File: config.mk
export PLATFORM = sky130hd
export DESIGN_NAME = board_writer
export DESIGN_NICKNAME = d
export VERILOG_FILES = /design/src/rtl/board_pkg.sv /design/src/rtl/sync_fall_detect.sv /design/src/rtl/board_writer.sv
export SDC_FILE = /design/constraint.sdc
export NUM_CORES = 1
export LEC_CHECK = 0
export ABC_AREA = 1
export BUFFER_PORTS_ARGS = -buffer_cell sky130_fd_sc_hd__buf_2
export CAP_MARGIN = 10
export CORE_AREA = 2 2 107 109
export CTS_CLUSTER_SIZE = 12
export DETAILED_ROUTE_END_ITERATION = 7
export DIE_AREA = 0 0 109 111
export PLACE_DENSITY = 0.82
export SLEW_MARGIN = 20
export SYNTH_ARGS = -nofsm -noshare
export SYNTH_HDL_FRONTEND = slang
export SYNTH_HIERARCHICAL = 1
export SYNTH_SLANG_ARGS = --single-unit
export TNS_END_PERCENT = 100
File: constraint.sdc
create_clock -name clk -period 2.7 [get_ports clk]
set_input_delay 0.54 -clock clk [delete_from_list [all_inputs] [get_ports clk]]
set_output_delay 0.54 -clock clk [all_outputs]
set_load 0.05 [all_outputs]
File: src/rtl/board_pkg.sv
// Shared types for the board writer: cell encoding, board geometry and
// clear-index helpers.
`timescale 1ns/1ps
package board_pkg;

  localparam int BOARD_N = 5;
  localparam int CELLS   = BOARD_N * BOARD_N;

  typedef enum logic [1:0] {
    EMPTY = 2'd0,
    SHIP  = 2'd1,
    HIT   = 2'd2,
    MISS  = 2'd3
  } cell_t;

  typedef cell_t [BOARD_N-1:0][BOARD_N-1:0] board_t;

  typedef enum logic {
    IDLE  = 1'b0,
    CLEAR = 1'b1
  } state_t;

  localparam board_t EMPTY_BOARD = '{default: EMPTY};

  // Row-major mapping of the 0..24 clear index onto board coordinates.
  function automatic logic [2:0] idx_row(input logic [4:0] idx);
    logic [4:0] q;
    q = idx / 5'd5;
    return q[2:0];
  endfunction

  function automatic logic [2:0] idx_col(input logic [4:0] idx);
    logic [4:0] r;
    r = idx % 5'd5;
    return r[2:0];
  endfunction

endpackage

File: src/rtl/sync_fall_detect.sv
// Two-flop synchronizer for an idle-high async input, followed by a
// registered falling-edge detector.
`timescale 1ns/1ps
module sync_fall_detect (
  input  logic clk,
  input  logic rst,
  input  logic async_in,
  output logic fall_pulse
);

  logic sync1_reg;
  logic sync2_reg;
  logic sync2_d_reg;

  // Flops reset high so an idle input does not look like an edge after reset.
  always_ff @(posedge clk) begin
    if (rst) begin
      sync1_reg   <= 1'b1;
      sync2_reg   <= 1'b1;
      sync2_d_reg <= 1'b1;
      fall_pulse  <= 1'b0;
    end else begin
      sync1_reg   <= async_in;
      sync2_reg   <= sync1_reg;
      sync2_d_reg <= sync2_reg;
      fall_pulse  <= sync2_d_reg & ~sync2_reg;
    end
  end

endmodule

File: src/rtl/board_writer.sv
// Shadow/display double-buffered 5x5 game board; the shadow is copied to the
// display on a synchronized vsync falling edge whenever it has changed.
`timescale 1ns/1ps
module board_writer
  import board_pkg::*;
(
  input  logic                  clk,
  input  logic                  rst,
  input  logic                  wr_valid,
  output logic                  wr_ready,
  input  logic [2:0]            wr_row,
  input  logic [2:0]            wr_col,
  input  logic [1:0]            wr_data,
  input  logic                  clear_req,
  input  logic                  vsync,
  output logic [1:0][4:0][4:0]  frame_matrix,
  output logic                  dirty,
  output logic                  commit_pulse,
  output logic                  err_pulse
);

  localparam logic [2:0] LAST_RC  = 3'(BOARD_N - 1);
  localparam logic [4:0] LAST_IDX = 5'(CELLS - 1);

  state_t     state_reg;
  logic [4:0] clr_idx_reg;
  board_t     shadow_reg;
  board_t     frame_reg;
  logic       dirty_reg;
  logic       commit_pulse_reg;
  logic       err_pulse_reg;
  logic       vsync_fall;
  logic       wr_fire;
  logic       in_range;
  logic       commit_now;

  sync_fall_detect u_vsync_fall (
    .clk        (clk),
    .rst        (rst),
    .async_in   (vsync),
    .fall_pulse (vsync_fall)
  );

  assign wr_ready   = !rst && (state_reg == IDLE) && !clear_req;
  assign wr_fire    = wr_valid && wr_ready;
  assign in_range   = (wr_row <= LAST_RC) && (wr_col <= LAST_RC);
  assign commit_now = vsync_fall && (state_reg == IDLE) && dirty_reg;

  always_ff @(posedge clk) begin
    if (rst) begin
      state_reg        <= IDLE;
      clr_idx_reg      <= '0;
      shadow_reg       <= EMPTY_BOARD;
      frame_reg        <= EMPTY_BOARD;
      dirty_reg        <= 1'b0;
      commit_pulse_reg <= 1'b0;
      err_pulse_reg    <= 1'b0;
    end else begin
      commit_pulse_reg <= commit_now;
      err_pulse_reg    <= wr_fire && !in_range;

      // Commit copies the pre-write shadow; a same-cycle write below re-sets dirty.
      if (commit_now) begin
        frame_reg <= shadow_reg;
        dirty_reg <= 1'b0;
      end

      case (state_reg)
        IDLE: begin
          if (clear_req) begin
            state_reg   <= CLEAR;
            clr_idx_reg <= '0;
          end else if (wr_fire && in_range) begin
            shadow_reg[wr_row][wr_col] <= cell_t'(wr_data);
            dirty_reg                  <= 1'b1;
          end
        end
        CLEAR: begin
          shadow_reg[idx_row(clr_idx_reg)][idx_col(clr_idx_reg)] <= EMPTY;
          dirty_reg <= 1'b1;
          if (clr_idx_reg == LAST_IDX) begin
            state_reg   <= IDLE;
            clr_idx_reg <= '0;
          end else begin
            clr_idx_reg <= clr_idx_reg + 5'd1;
          end
        end
        default: state_reg <= IDLE;
      endcase
    end
  end

  assign dirty        = dirty_reg;
  assign commit_pulse = commit_pulse_reg;
  assign err_pulse    = err_pulse_reg;

  // frame_matrix is bit-plane major: frame_matrix[bit][row][col].
  for (genvar gi = 0; gi < BOARD_N; gi++) begin : g_row
    for (genvar gj = 0; gj < BOARD_N; gj++) begin : g_col
      logic [1:0] cell_bits;
      assign cell_bits             = frame_reg[gi][gj];
      assign frame_matrix[0][gi][gj] = cell_bits[0];
      assign frame_matrix[1][gi][gj] = cell_bits[1];
    end
  end

endmodule

==> results.tsv, run 1 <==
metric	value	unit
largest fanout on the critical path	7	
initial antenna violation count	0	
Routed WL	14900	µm
gr usage total	25.4	%
clock sink count	113	
Ports	67	
clk buf depth	2	
Post-Place Cell Area	0.00644	mm²
WHS	0.312	ns
final worst slack	0.190	ns
Worst Skew	0.00880	ns
syn avg cell area	6.85	µm²
DR DRC count	0	
Place WS	0.0750	ns
maximum vdd drop	443	µV
Core Box Area	0.0111	mm²
post-synthesis instance total	857	
Worst-Skew Late Latency	0.42	ns
HPWL Detailed	9480	µm
CTS tree	done	
count leader, synth	inv_1	
vias in the first global route	5307	
post-layout minimum cycle time	2.51	ns
row cnt	39	
power per cell area	693	mW/mm²
Final ANT Viol Nets	0	
Netlist cell types	29	
HP Class	in2reg	
Leak	3.46	nW
Hold Violations, Final	0	
buffers added on ports	66	
worst slew pin tran	0.852	ns
synthesized area	0.00587	mm²
Setup TNS	0	ns
# nets final	946	
Critical Path RT	2.99	ns
via count	5748	
Yosys warnings	6	
area delta synth->final	22.6	%
via-per-instance ratio	5.30	
Util after Layout	65.0	%
max incr delay on CP	0.33	ns
total CTS buffers	17	
Mapped Nets	875	
Yosys top cell area share	38.5	%
count of flip-flops with a built-in enable after synthesis	0	
Rel. slew slack	43.2	%
worst path bufs/invs	3	
post-synthesis register bit count	113	
Post-synth top cells	160 x inv_1, 119 x nand2_1, 113 x dfxtp_1	
Max-Cap Viols	0	
layout cells sized above 1	21.7	%
status	completed	
first drt pass iteration count	6	
Post-synth top flop	dfxtp_1	
Async S/R FF share, synth	0	%
slowest CP cell	dfxtp_1	
sequential share of the synthesized area	38.5	%
crit path kind	reg2reg	
CP Capture Type	flip-flop	
clock root buffer master	clkbuf_16	
Chip Width	109	µm
crit share post-route	93.0	%
drt wl/cell	13.7	µm
CP delay by family, top	simple AND/OR/NAND/NOR gates	
Die Span Y	111	µm
most frequent CP cell	nand2_4	
Post CTS Setup Buffer Count	0	
die area	0.0121	mm²
flop-to-flop setup slack	0.19	ns
Pins Over Slew Limit	0	
# setup viols final	0	
first-pass GRT wire length	24500	µm
Worst-path clk slew	0.05	ns
Crit path arrival time	2.80	ns
Final Cell Area	0.00720	mm²
Congestion Overflow GR	0	
Fmax	398	MHz
initial core utilization	53.0	%
RePlAce Congestion	0.859	
Iter 0 DRT Violations	437	
Antenna Cells	0	
H-tree Lvls	4	
CP Cell Sequence	inv_1, ha_1, inv_1, nor2_4, nand2_4, nand4_1, and2_4, ha_1, nor2_1, nand3_1, nand2_4, nand3_1, nand2_4, buf_4, nand4_1, nand2_1, a21oi_2	
largest net degree at the start of global routing	83	
largest cells by area after synthesis	dfxtp_1 39%, inv_1 10%, o21ai_0 8.8%	
Yosys top cell by area	dfxtp_1	
crit path launch type	flip-flop	
-- through the flow --
| stage | instances | power (mW) |
|---|---|---|
| 6_report | 1084 | 4.99 |
| 5_1_grt | 1084 | 5.16 |
| 4_1_cts | 1084 | 5.01 |
| 3_5_place_dp | 1052 | 2.28 |
| 3_3_place_gp | 1052 | 2.27 |
| 2_1_floorplan | 857 | 2.16 |
-- logic make-up (layout without fill, tap and decap cells) --
kind of cell / after synthesis / count (layout) / synth area share, %
compound gates: 238 / 238 / 23.0
xor+xnor: 4 / 4 / 0.596
fa+ha+maj: 5 / 5 / 1.06
buf+inv: 210 / 294 / 14.4
flops: 113 / 113 / 38.5
simple gates: 287 / 287 / 22.4
-- cell usage in the layout (no fill, tap or decap), drive strengths merged, types with 3 or more instances in the layout --
cell,count
o21ai,103
nor3,7
inv,166
nand4,30
buf,96
nor2,92
bufinv,7
or2,3
xor2,3
clkbuf,23
ha,5
dfxtp,113
o22ai,3
nand2,138
nand3,15
a21oi,130
-- final timing paths --
path                          startpoint                endpoint  depth (start not counted)
setup / recovery          clr_idx_reg[0]          shadow_reg[32]                         17
setup reg to reg          clr_idx_reg[0]          shadow_reg[32]                         17
hold / removal                     vsync  u_vsync_fall/sync1_reg                          2
hold reg to reg   u_vsync_fall/sync1_reg  u_vsync_fall/sync2_reg                          1
-- final cells by class --
cell class,count,area [µm²]
inverters,166,628
flip-flops and latches,113,2270
repair buffers,96,606
clock buffers,23,498
clock inverters,9,223
well taps,143,179
fillers,918,3880
multi-input cells,534,2800
-- worst reg2reg max path: stages (launching register included) --
cell	delay, ns
dfxtp_1	0.33
inv_1	0.06
ha_1	0.19
inv_1	0.09
nor2_4	0.05
nand2_4	0.08
nand4_1	0.12
and2_4	0.18
ha_1	0.16
nor2_1	0.08
nand3_1	0.11
nand2_4	0.16
nand3_1	0.13
nand2_4	0.16
buf_4	0.15
nand4_1	0.14
nand2_1	0.12
a21oi_2	0.06
-- power by group --
group	switching (mW)	internal [mW]
sequential	0.0569	1.75
combinational	0.322	0.144
clock	0.776	1.95
total	1.15	3.84
-- what timing repair did --
action	in CTS	in global routing
gates resized for setup	0	10
hold buffers	0	0
endpoints found under the setup margin	0	50
-- metal layers --
layer	global-route usage (%)	share of wire (%)	vias up
met2	41.4	48	219
met4	8.89	2.1	0
met3	6.70	7.1	35
met1	31.9	42	2630
li1	-	-	2864
met5	0	0	-
No activity file was read; power rests on OpenSTA's default activity.
==> run 2: changes to the inputs <==
- HOLD_SLACK_MARGIN: not set -> 0.06
- SYNTH_HIERARCHICAL: 1 -> not set
==> run 2 against run 1 <==
  * Global-route usage decreased by 1.1 points
  * Worst setup slack got worse by 0.12 ns
  * Via count decreased by 1.4%
  * Sequential share of layout area grew 0.59 points
  * Critical path type unchanged
  * Largest cell class unchanged
==> results.tsv, run 2 <==
metric	value	unit
status	completed	
Ports	67	
clk buf depth	2	
buffers added on ports	66	
Die Span Y	111	µm
CP Cell Sequence	inv_1, ha_1, inv_1, nor2_4, nand2_4, nand4_1, and2_4, ha_1, nor2_2, nand3_4, nand2_8, nand2_8, buf_6, nand2_4, nand2_8, nand4_1, nand2_1, a21oi_1	
syn avg cell area	6.86	µm²
post-synthesis register bit count	113	
power per cell area	631	mW/mm²
commonest non-fill, non-tap cell in the layout	inv_1	
layout cells sized above 1	20.7	%
Seq. cell area	0.00227	mm²
Hold Violations, Final	0	
Worst Min Path Start	vsync	
Worst-path clk slew	0.06	ns
first-pass GRT wire length	23600	µm
Fmax	380	MHz
area of the multi-input gates	0.00291	mm²
row cnt	39	
maximum vdd drop	507	µV
Chip Width	109	µm
Pins Over Slew Limit	0	
HPWL Detailed	8980	µm
Iter 0 DRT Violations	668	
Routed WL	14600	µm
Rel. slew slack	44.4	%
Yosys top cell area share	38.5	%
clock root buffer master	clkbuf_16	
CP delay by family, top	simple AND/OR/NAND/NOR gates	
Critical Path RT	3.04	ns
Netlist cell types	37	
Yosys warnings	0	
via-per-instance ratio	5.26	
post-synthesis adder-cell area fraction	1.06	%
worst slew pin tran	0.834	ns
die area	0.0121	mm²
area delta synth->final	20.4	%
WHS	0.300	ns
max incr delay on CP	0.33	ns
Core Box Area	0.0111	mm²
count leader, synth	inv_1	
Worst Skew	0.00623	ns
worst path bufs/invs	3	
dpl cells	1040	
Synth Area in Simple Gates	23.0	%
multiplexer share of the synthesized area	0	%
largest fanout on the critical path	15	
H-tree Lvls	4	
Mapped Nets	875	
post-synthesis instance total	857	
post-layout minimum cycle time	2.63	ns
DR DRC count	0	
Congestion Overflow GR	0	
Util after Layout	64.0	%
slowest CP cell	dfxtp_1	
HP Class	in2reg	
Leak	3.38	nW
Synth Area in XOR/XNOR	0.596	%
worst flop-to-flop path startpoint	clr_idx_reg[0]	
flop-to-flop setup slack	0.07	ns
first drt pass iteration count	7	
count of flip-flops with a built-in enable after synthesis	0	
CP Launch Point	clr_idx_reg[0]	
CTS tree	done	
sequential share of the synthesized area	38.5	%
initial core utilization	53.1	%
Max-Cap Viols	0	
Yosys top cell by area	dfxtp_1	
gr usage total	24.3	%
Post-synth top flop	dfxtp_1	
via count	5668	
crit share post-route	97.4	%
largest cells by area after synthesis	dfxtp_1 38%, inv_1 10%, a21oi_1 9.0%	
# nets final	940	
Crit path arrival time	2.97	ns
post-synthesis compound-gate area fraction	22.4	%
crit path kind	reg2reg	
Layout fillers	920	
vias in the first global route	5133	
Final ANT Viol Nets	0	
Worst-Skew Late Latency	0.42	ns
Final Instance Count excl. Fillers	1078	
Antenna Cells	0	
total CTS buffers	17	
CP Capture Type	flip-flop	
Async S/R FF share, synth	0	%
Pwr Total	4.47	mW
crit path launch type	flip-flop	
Post-synth top cells	161 x inv_1, 118 x nand2_1, 113 x dfxtp_1	
drt wl/cell	13.6	µm
dominant combinational cell family by area after synthesis	simple AND/OR/NAND/NOR gates	
most frequent CP cell	nand2_8	
largest net degree at the start of global routing	105	
Final Cell Area	0.00708	mm²
synthesized area	0.00588	mm²
RePlAce Congestion	0.929	
# setup viols final	0	
clock sink count	113	
initial antenna violation count	0	
commonest cells after routing, fill and taps aside	160 x inv_1, 115 x nand2_1, 109 x dfxtp_1	
Post-Place Cell Area	0.00635	mm²
-- run 2: changes by cell type after synthesis, sizes merged --
cell,before,now
nor3,7,8
nand2,138,137
nand3,15,13
inv,166,165
a21oi,130,131
bufinv,0,1
o21ai,103,104
-- run 2: cell type report --
type / count / share of cell area [%]
Tap cell: 143 / 2.53
Clock inverter: 11 / 1.57
Multi-Input combinational cell: 539 / 41.1
Timing Repair Buffer: 85 / 7.08
Clock buffer: 21 / 6.64
Sequential cell: 113 / 32.1
Inverter: 166 / 9.03
-- run 2: per-layer routing --
layer	share of wire, %	GRT usage, %
met1	44	30.9
met2	47	38.9
met3	6.7	6.64
met4	2.4	9.06
met5	0	0
-- run 2: timing repair --
item / CTS / global route
setup endpoints to repair: 41 / 50
gates cloned: 1 / 4
setup buffers: 0 / 1
gates resized for setup: 3 / 22
pin swaps: 1 / 13
hold buffers: 0 / 0
-- run 2: metrics by stage --
step | setup TNS [ns] | worst slack, ns
global route | -0.492 | -0.0520
CTS | 0 | 0.00920
floorplan | 0 | 0.0547
finish | 0 | 0.0702
detailed placement | -5.16 | -0.180
global placement | -0.497 | -0.0536
-- run 2: kinds of logic (layout without fill, tap and decap cells) --
group / count (synthesis) / in the layout
AND/OR/NAND/NOR: 285 / 287
AO/OA/AOI/OAI: 240 / 243
buffers and inverters: 210 / 283
flip-flops: 113 / 113
adder cells (fa/ha/maj): 5 / 5
XOR/XNOR: 4 / 4
-- run 2: final timing paths --
check                             to  cells past startpoint
max                   shadow_reg[38]                     18
max reg2reg           shadow_reg[38]                     18
min           u_vsync_fall.sync1_reg                      2
min reg2reg  u_vsync_fall.fall_pulse                      2
-- run 2: report_power, final --
part	internal, mW	switching [mW]	total (mW)
logic	0.137	0.328	0.464
registers	1.74	0.0551	1.80
clock network	1.42	0.788	2.20
